## src/rtl/trace_pkg.sv

```systemverilog
// Shared trace types: item layout, collector FSM states, control-transfer opcodes.
// Latency: n/a (types and constants only).
// Backpressure: n/a.
package trace_pkg;

  localparam int TRACE_PC_W = 64;

  // One captured trace item as it leaves the collector: {pc, instr}.
  typedef struct packed {
    logic [TRACE_PC_W-1:0] pc;
    logic [31:0]           instr;
  } trace_item_t;

  typedef enum logic [1:0] {
    IDLE  = 2'd0,
    RUN   = 2'd1,
    FLUSH = 2'd2
  } collector_state_t;

  // Branch/jump major opcodes, shared with the trace filter.
  localparam logic [6:0] OPC_BRANCH = 7'b1100011;
  localparam logic [6:0] OPC_JAL    = 7'b1101111;
  localparam logic [6:0] OPC_JALR   = 7'b1100111;

  function automatic logic is_cti(input logic [31:0] ins);
    return (ins[6:0] == OPC_BRANCH) || (ins[6:0] == OPC_JAL) || (ins[6:0] == OPC_JALR);
  endfunction

endpackage

```

## src/rtl/trace_fifo.sv

```systemverilog
// Synchronous first-word-fall-through FIFO with occupancy level.
// Latency: a word written at edge N is visible on dat_o/vld_o in cycle N+1.
// Backpressure: writes into a full FIFO are dropped unless a read happens in the same cycle.
//
// Ports: push_i/push_dat_i write side; pop_i read side (ignored when empty);
//        dat_o/vld_o head of queue (dat_o is 0 when empty); full_o; level_o occupancy.
module trace_fifo #(
  parameter int WIDTH = 96,
  parameter int DEPTH = 16
) (
  input  logic                     clk,
  input  logic                     rst_n,
  input  logic                     push_i,
  input  logic [WIDTH-1:0]         push_dat_i,
  input  logic                     pop_i,
  output logic [WIDTH-1:0]         dat_o,
  output logic                     vld_o,
  output logic                     full_o,
  output logic [$clog2(DEPTH):0]   level_o
);

  localparam int AW = $clog2(DEPTH);
  localparam int LW = AW + 1;

  logic [WIDTH-1:0] mem_q [DEPTH];
  logic [AW-1:0]    wr_ptr_q, rd_ptr_q;
  logic [LW-1:0]    level_q;
  logic             wr_en, rd_en;

  assign vld_o   = (level_q != '0);
  assign full_o  = (level_q == LW'(DEPTH));
  assign level_o = level_q;
  // A full FIFO still accepts a write when the head leaves in the same cycle.
  assign wr_en   = push_i & (~full_o | pop_i);
  assign rd_en   = pop_i & vld_o;
  // Gate the head so the output reads 0 while empty (incl. right after reset).
  assign dat_o   = vld_o ? mem_q[rd_ptr_q] : '0;

  // Storage needs no reset: it is only observed through level_q.
  always_ff @(posedge clk) begin
    if (wr_en) mem_q[wr_ptr_q] <= push_dat_i;
  end

  // Pointers wrap naturally (DEPTH is a power of two); level tells full from empty.
  always_ff @(posedge clk or negedge rst_n) begin
    if (!rst_n) begin
      wr_ptr_q <= '0;
      rd_ptr_q <= '0;
      level_q  <= '0;
    end else begin
      if (wr_en) wr_ptr_q <= wr_ptr_q + AW'(1);
      if (rd_en) rd_ptr_q <= rd_ptr_q + AW'(1);
      case ({wr_en, rd_en})
        2'b10:   level_q <= level_q + LW'(1);
        2'b01:   level_q <= level_q - LW'(1);
        default: level_q <= level_q;
      endcase
    end
  end

endmodule

```

## src/rtl/trace_collector.sv

```systemverilog
// Captures kept retired instructions {pc, instr} and streams them as fixed-length packets.
// Latency: an item captured at edge N is offered on m_tvalid in cycle N+1; one beat/cycle.
// Backpressure: m_tready=0 holds m_tdata/m_tlast; kept items arriving at a full FIFO are lost (overflow).
//
// Ports: en capture enable; flush closes the current packet; instr_valid/pc/instr/drop_instr
//        from the filter; m_tdata/m_tvalid/m_tready/m_tlast stream master; fifo_level,
//        overflow (sticky loss flag), busy status.
// Optional: TRACE_COLLECTOR_LOST_COUNT_EN adds lost_count, a saturating count of lost items.
module trace_collector
  import trace_pkg::*;
#(
  parameter int FIFO_DEPTH = 16,
  parameter int PACKET_LEN = 8,
  parameter int PC_WIDTH   = 64
) (
  input  logic                          clk,
  input  logic                          rst_n,
  input  logic                          en,
  input  logic                          flush,
  input  logic                          instr_valid,
  input  logic [PC_WIDTH-1:0]           pc,
  input  logic [31:0]                   instr,
  input  logic                          drop_instr,
  output logic [PC_WIDTH+31:0]          m_tdata,
  output logic                          m_tvalid,
  input  logic                          m_tready,
  output logic                          m_tlast,
  output logic [$clog2(FIFO_DEPTH):0]   fifo_level,
  output logic                          overflow,
  output logic                          busy
`ifdef TRACE_COLLECTOR_LOST_COUNT_EN
  ,
  output logic [31:0]                   lost_count
`endif
);

  localparam int LW = $clog2(FIFO_DEPTH) + 1;
  localparam int CW = $clog2(PACKET_LEN) + 1;
  localparam logic [CW-1:0] LAST_IDX = CW'(PACKET_LEN - 1);
  localparam logic [LW-1:0] ONE_LEFT = LW'(1);

  collector_state_t state_q, state_d;
  logic [CW-1:0]    pkt_cnt_q, pkt_cnt_d;
  logic             overflow_q, overflow_d;
  logic             push, pop, fifo_full, fifo_empty, lost, flush_exit, flush_empty;

  assign push        = instr_valid & en & ~drop_instr & (state_q != FLUSH);
  assign pop         = m_tvalid & m_tready;
  assign fifo_empty  = (fifo_level == '0);
  assign lost        = push & fifo_full & ~pop;
  // Leaving FLUSH: the pop that takes the final buffered item.
  assign flush_exit  = (state_q == FLUSH) & pop & (fifo_level == ONE_LEFT);
  // Flush with nothing buffered only realigns the packet counter.
  assign flush_empty = flush & (state_q != FLUSH) & fifo_empty;

  trace_fifo #(
    .WIDTH (PC_WIDTH + 32),
    .DEPTH (FIFO_DEPTH)
  ) u_fifo (
    .clk        (clk),
    .rst_n      (rst_n),
    .push_i     (push),
    .push_dat_i ({pc, instr}),
    .pop_i      (pop),
    .dat_o      (m_tdata),
    .vld_o      (m_tvalid),
    .full_o     (fifo_full),
    .level_o    (fifo_level)
  );

  // Gated by m_tvalid so nothing is flagged while there is no beat.
  assign m_tlast  = m_tvalid & ((pkt_cnt_q == LAST_IDX) |
                                ((state_q == FLUSH) & (fifo_level == ONE_LEFT)));
  assign overflow = overflow_q;
  assign busy     = (state_q != IDLE) | ~fifo_empty;

  always_comb begin
    state_d    = state_q;
    pkt_cnt_d  = pkt_cnt_q;
    overflow_d = overflow_q;

    unique case (state_q)
      IDLE: begin
        if (flush && !fifo_empty) state_d = FLUSH;
        else if (en)              state_d = RUN;
      end
      RUN: begin
        if (flush && !fifo_empty)   state_d = FLUSH;
        else if (!en && fifo_empty) state_d = IDLE;
      end
      FLUSH: begin
        if (flush_exit) state_d = IDLE;
      end
      default: state_d = IDLE;
    endcase

    if (pop)         pkt_cnt_d = m_tlast ? '0 : pkt_cnt_q + CW'(1);
    if (flush_empty || flush_exit) pkt_cnt_d = '0;

    if (lost)       overflow_d = 1'b1;
    if (flush_exit) overflow_d = 1'b0;
  end

  always_ff @(posedge clk or negedge rst_n) begin
    if (!rst_n) begin
      state_q    <= IDLE;
      pkt_cnt_q  <= '0;
      overflow_q <= 1'b0;
    end else begin
      state_q    <= state_d;
      pkt_cnt_q  <= pkt_cnt_d;
      overflow_q <= overflow_d;
    end
  end

`ifdef TRACE_COLLECTOR_LOST_COUNT_EN
  logic [31:0] lost_q, lost_d;

  always_comb begin
    lost_d = lost_q;
    if (lost && lost_q != 32'hFFFF_FFFF) lost_d = lost_q + 32'd1;
    if (flush_exit)                      lost_d = '0;
  end

  always_ff @(posedge clk or negedge rst_n) begin
    if (!rst_n) lost_q <= '0;
    else        lost_q <= lost_d;
  end

  assign lost_count = lost_q;
`endif

endmodule

```

## config.mk

```make
export PLATFORM = sky130hd
export DESIGN_NAME = trace_collector
export DESIGN_NICKNAME = d
export VERILOG_FILES = /design/src/rtl/trace_pkg.sv /design/src/rtl/trace_fifo.sv /design/src/rtl/trace_collector.sv
export SDC_FILE = /design/constraint.sdc
export NUM_CORES = 2
export LEC_CHECK = 0
export BUFFER_PORTS_ARGS = -buffer_cell sky130_fd_sc_hd__buf_2
export CORE_MARGIN = 5
export CORE_UTILIZATION = 58
export CTS_CLUSTER_DIAMETER = 100
export DETAILED_ROUTE_END_ITERATION = 12
export GPL_TIMING_DRIVEN = 0
export PLACE_DENSITY = 0.75
export REMOVE_ABC_BUFFERS = 1
export SYNTH_ARGS = -nofsm -noshare
export SYNTH_HDL_FRONTEND = slang
export SYNTH_HIERARCHICAL = 1
export SYNTH_SLANG_ARGS = --single-unit
```

## constraint.sdc

```tcl
create_clock -name clk -period 12.45 [get_ports clk]
set_input_delay 0 -clock clk [delete_from_list [all_inputs] [get_ports clk]]
set_output_delay 0 -clock clk [all_outputs]
set_load 0.005 [all_outputs]
```

---- Yosys cells after proc, flatten, opt, wreduce, memory -nomap -nowiden ----
Memory sizes are Yosys's and may differ from the RTL's.
Cells that the tools add are included.
Widths: inputs -> output; s select.
operators by class
  multiplexer cells ....................... 15
  add/subtract/negate cells ............... 5
  reduce and logical (&&, ||, !) cells .... 13
  bitwise operators ....................... 21
  equality and inequality tests ........... 11
operators with widths
  operator             count
  $mux 96              1
  $and 1x1->1          14
  $add 4x1->4 const B  3
  $mux 4               3
  $mux 2               5
  $pmux 5 s2           1
  $reduce_bool 2->1    4
  $ne 3x3->1 const B   2
  $pmux 2 s3           1
  $add 5x1->5 const B  1
  $eq 5x1->1 const B   1
  $eq 5x5->1 const B   1
  $logic_not 5->1      1
  $reduce_bool 5->1    1
  $sub 5x1->5 const B  1
  $eq 2x1->1 const B   2
  $eq 2x2->1 const B   2
  $eq 4x3->1 const B   1
  $mux 1               4
  $ne 2x2->1 const B   2
  $not 1->1            4
  $or 1x1->1           3
  $reduce_and 3->1     1
  $logic_and 1x1->1    2
  3 further kinds      4
storage, ports and cells
  input bits .............................. 103
  bits in registers ....................... 20
  memories ................................ 1
  RAM bits ................................ 1536
  output and inout port bits .............. 105
  logic and storage cells ................. 72
memories
  name          depth  bits a word  read ports  clocked after Yosys merged registers in  wr ports  RTL line          text
  u_fifo.mem_q  16     96           1           0                                        1         trace_fifo.sv:25  logic [WIDTH-1:0] mem_q [DEPTH];

---- Depth between registers and ports, before layout ----
  word-level depth ........................ 7
  mapped depth ............................ 15
  gate-level depth less buffers ........... 14

---- By module ----
Netlist, hierarchy kept.
modules (own cells, without submodules)
  module           instances  area each (um2)  seq. area each (um2)  cells an instance
  trace_fifo       1          58413.5          46449.5               2431
  trace_collector  1          469.2            175.2                 50

---- Worst setup path after synthesis ----
OpenSTA, ideal clock, no wires.
  kind .................................... reg-to-reg
  start ................................... register u_fifo.level_q[1] (netlist: u_fifo/level_o[1])
  end ..................................... memory u_fifo.mem_q[3][0] (enable)
  setup time .............................. 0.668 ns
  stages on the path, launching flop included .. 9
  arrival ................................. 8.145 ns
  setup slack ............................. 3.637 ns
  required time ........................... 11.782 ns
  period minus slack after synthesis ...... 8.813 ns
  buffers on the path ..................... 0
  cell sequence ........................... dfrtp_1 > nor4_4 > nand2_1 > nand2_1 > inv_1 > inv_1 > a31oi_2 > nand2_1 > nor3_1
between the ends
  word-level cells in the longest chain between the ends .. 6
  elaborated cells on any way between the ends .. 8
  classes of those cells .................. eq/ne: 1; mux: 2; bitwise: 4; reduce/logical: 1
RTL lines
  item                          RTL line               text
  start: declaration            trace_fifo.sv:27       logic [LW-1:0] level_q;
  start signal: assignment      trace_fifo.sv:54       2'b10: level_q <= level_q + LW'(1);
  start signal: assignment      trace_fifo.sv:55       2'b01: level_q <= level_q - LW'(1);
  start signal: assignment      trace_fifo.sv:56       default: level_q <= level_q;
  $reduce_bool 5->1             trace_fifo.sv:30       assign vld_o = (level_q != '0);
  net m_tvalid                  trace_collector.sv:25  output logic m_tvalid,
  $and 1x1->1                   trace_collector.sv:48  assign pop = m_tvalid & m_tready;
  net pop                       trace_collector.sv:45  logic push, pop, fifo_full, fifo_empty, lost, flush_exit, flush_empty;
  $or 1x1->1                    trace_fifo.sv:34       assign wr_en = push_i & (~full_o | pop_i);
  $and 1x1->1                   trace_fifo.sv:34
  $mux 1                        trace_fifo.sv:41       if (wr_en) mem_q[wr_ptr_q] <= push_dat_i;
  $mux 1 (not written as such)  trace_fifo.sv:41
  end: declaration              trace_fifo.sv:25
The timed path passes the listed nets, and every way through them passes these cells.

---- Worst setup path in the final report ----
  start ................................... register state_q[1]
  end ..................................... memory u_fifo.mem_q[0][30] (enable)
between the ends
  word-level cells in the longest chain between the ends .. 5
RTL lines
  item                          RTL line                text
  start: declaration            trace_collector.sv:42   collector_state_t state_q, state_d;
  start signal: assignment      trace_collector.sv:110  state_q <= state_d;
  $ne 2x2->1                    trace_collector.sv:47   assign push = instr_valid & en & ~drop_instr & (state_q != FLUSH);
  $and 1x1->1                   trace_collector.sv:47
  net push                      trace_collector.sv:45
  $and 1x1->1                   trace_fifo.sv:34
  $mux 1                        trace_fifo.sv:41
  $mux 1 (not written as such)  trace_fifo.sv:41
The timed path passes the listed nets, and every way through them passes these cells.

==> metrics.md <==
| Metric | Value |
|---|---|
| DR pass1 iterations | 7 |
| Maximum VDD drop | around 0.15 mV |
| Sw Ratio | 27.9% |
| Final slew viol count | 0 |
| Final std cells w/o fill | 4437 |
| P&R area growth vs syn | 18.5% |
| # clock sinks | between 1.5k and 2k |
| Top Family by Delay on Critical Path | simple AND/OR/NAND/NOR gates |
| CP bufs+invs | 7 |
| IO buf count | around 210 |
| Actual slew at the worst max-slew pin | between 1 and 1.5 ns |
| Sequential cell area fraction in the yosys report | slightly below 80% |
| Static Leak | 22.5 nW |
| Area leader, netlist | edfxtp_1 |
| Critical path capture point type | flop |
| EDFF count, synth | ~1.5k |
| Post-route ant nets | 0 |
| Async SR Flop Fraction | between 1 and 1.5% |
| Post-DR wirelength/cell | 30.7 um |
| Tightest Hold Check Type | primary input to flop |
| Post-placement cell count | approximately 4.1k |
| MaxCap Viol Count | 0 |
| Post-synthesis area per instance | 23.7 um^2 |
| Ys flop type | edfxtp_1 |
| Num CTS Buffers | around 150 |
| DP HPWL | between 80 and 90 mm |
| Reg clk slew, reported paths | approximately 0.060 ns |
| Outcome | finished, final reports clean |
| Most common cell in the netlist | edfxtp_1 |
| Die ar. | approximately 110000 um^2 |
| Rows | around 120 |
| DRC | 0 |
| CP max FO | 9 |
| Post-CTS setup repair buffer count | 0 |
| CP required | 12.89 ns |
| Setup TNS | 0 ns |
| Critical setup path kind | flop to flop |
| Post-synth cell types | 47 |
| Core area | about 100000 um^2 |
| Die height | between 300 and 400 um |
| Tmin final | around 4.7 ns |
| Post-route clock period utilization | about 37% |
| Die W | approximately 330 um |
| Largest net degree at the start of global routing | 53 |
| Clock latency on the worst-skew pair | roughly 0.74 ns |
| PD cells | 208 nW/um^2 |
| H-tree levels | 4 |
| Final hold vios | 0 |
| Clock Skew | between 0.02 and 0.025 ns |
| First-pass GRT wire length | ~200 mm |
| Number of global-route vias before repair | about 30k |
| Flop pwr share | between 40% and 50% |
| Worst stage delay on the critical path | ~0.90 ns |
| Crit path launch type | flop |
| Comb power frac | about 28% |
| RSZ-0062 raised after global routing | false |
| CTS tree | built |
| Leading post-synthesis cells by cell area | edfxtp_1 78%, mux4_2 15%, mux2i_1 1.6% |
| Share of layout cells above drive strength 1 | 31.5% |
| Nets | slightly above 3k |
| FF+latch count, synth | ~1.6k |
| Starting Density | between 50% and 60% |
| P_sw | between 4 and 5 mW |
| Initial antenna violation count | 15 |
| Iter 0 DRT Violations | 3326 |
| DR vias/cell | between 6 and 7 |
| CP most frequent cell | buf_6 |
| Finished Core Util | between 60% and 70% |
| Grt ovf | 0 |
| Commonest cells post-synth | 1536 x edfxtp_1, 385 x mux4_2, 96 x a22oi_1 |
| Synth warn | 6 |
| Top Ports | 208 |
| Drt total wl | 136 mm |
| Internal Power | ~10 mW |
| Fraction of post-synthesis cell area in the top cell type by area | about four fifths |
| Clk buf depth | 3 |
| Clock Power Share | 31.0% |
| Crit-path cells | nor2b_1 > nor3_1 > dlygate4sd3_1 > inv_1 > a31oi_2 > nand2_1 > nor3_2 > buf_6 > buf_6 > buf_8 > buf_6 > buf_6 |
| Root buf cell | clkbuf_16 |
| GP Congestion | approximately 0.7 |
| Finish-stage setup viols | 0 |
| Worst hold slack | 0.151 ns |
| Vias post-DR | ~29k |
| Synth Instances | between 2k and 2.5k |
| Total track usage | 25.6% |
| Cell area after synthesis | just under 60000 um^2 |
| Worst path slowest cell | nor3_2 |
| Slew HR | 27.5% |
| Arr. time, crit path | between 5 and 6 ns |
| Fmax | roughly 210 MHz |
==> stage by stage <==
| stage | worst slack [ns] | total power, mW | instance area [um^2] |
|---|---|---|---|
| after floorplan | -0.380 | 9.91 | 58300 |
| after global placement | -6.74 | 11.2 | 61000 |
| after detailed placement | 8.06 | 10.1 | 63800 |
| after CTS | 7.93 | 14.6 | 69700 |
| after global routing | 7.66 | 15.1 | 69800 |
| final | 7.79 | 14.5 | 69800 |
==> cells by family after synthesis <==
family | Yosys count | synth area share [%]
AND/OR/NAND/NOR | 65 | 0.616
flip-flops | 1556 | 79.2
multiplexers | 482 | 16.4
adder cells (fa/ha/maj) | 9 | 0.191
buffers and inverters | 139 | 1.09
AO/OA/AOI/OAI | 217 | 2.35
XOR/XNOR | 13 | 0.193
==> cell usage in the layout (no fill, tap or decap), types with 6 or more instances in the layout <==
| master | netlist | final |
|---|---|---|
| clkbuf_16 | 0 | 159 |
| mux2i_1 | 95 | 95 |
| ha_1 | 9 | 9 |
| dlygate4sd3_1 | 0 | 105 |
| buf_12 | 0 | 51 |
| bufinv_16 | 0 | 15 |
| o21ai_1 | 11 | 11 |
| a22oi_1 | 96 | 96 |
| diode_2 | 0 | 8 |
| buf_16 | 0 | 38 |
| dfrtp_1 | 20 | 17 |
| xor2_1 | 6 | 6 |
| edfxtp_1 | 1536 | 1536 |
| clkbuf_1 | 35 | 34 |
| o21ai_0 | 89 | 89 |
| inv_1 | 9 | 9 |
| mux4_2 | 385 | 385 |
| nand2_1 | 19 | 19 |
| xnor2_1 | 7 | 7 |
| buf_8 | 0 | 8 |
| buf_2 | 72 | 207 |
| buf_6 | 1 | 43 |
| clkinv_1 | 0 | 32 |
| nor2_4 | 0 | 12 |
| clkinv_2 | 0 | 18 |
==> flip-flops by register name, summed over array words and instances, names as in the netlist <==
signal           count
pkt_cnt_q            4
u_fifo/mem_q      1536
state_q              2
u_fifo/rd_ptr_q      4
overflow             1
u_fifo/wr_ptr_q      4
u_fifo/level_o       5
==> power by group through the flow <==
stage / registers (mW) / logic (mW) / clock network, mW
6_report: 6.00 / 3.99 / 4.49
5_1_grt: 6.02 / 4.28 / 4.79
4_1_cts: 6.00 / 4.04 / 4.55
3_5_place_dp: 6.11 / 3.96 / 0
3_3_place_gp: 6.68 / 4.53 / 0
2_1_floorplan: 6.53 / 3.39 / 0
==> cell type report <==
cell class,instances,area (um^2)
inverter,9,33.8
multi-input combinational,786,11800
clock buffer,194,4120
fill,5819,30700
sequential,1556,46600
timing repair buffer,454,4770
tap,1357,1700
clock inverter,73,726
antenna,8,20.0
==> worst paths after layout <==
check / from / end / slack (ns) / depth (start not counted)
worst max-delay path: state_q[1] / u_fifo/mem_q[0][30] / 7.79 / 12
worst min-delay path: pc[16] / u_fifo/mem_q[9][48] / 0.15 / 2
worst max register to register: state_q[1] / u_fifo/mem_q[0][30] / 7.79 / 12
worst min register to register: pkt_cnt_q[0] / pkt_cnt_q[0] / 0.57 / 1
max in group asynchronous: rst_n / u_fifo/rd_ptr_q[3] / 11.25 / 3
min in group asynchronous: rst_n / u_fifo/level_o[4] / 0.50 / 3
==> layer usage <==
metal | routed length (um) | track usage, % | up-vias
li1 | - | - | 11600
met3 | 11400 | 5.07 | 251
met4 | 3250 | 7.19 | 8
met2 | 70500 | 43.4 | 1493
met1 | 50800 | 34.8 | 15200
met5 | 53 | 0 | -
==> repair_timing <==
item	4_1_cts	5_1_grt
hold buffers	105	0
endpoints found under the hold margin	1571	0
endpoints found under the setup margin	0	0
resized for setup	0	0
No activity file was read; power rests on OpenSTA's default activity.
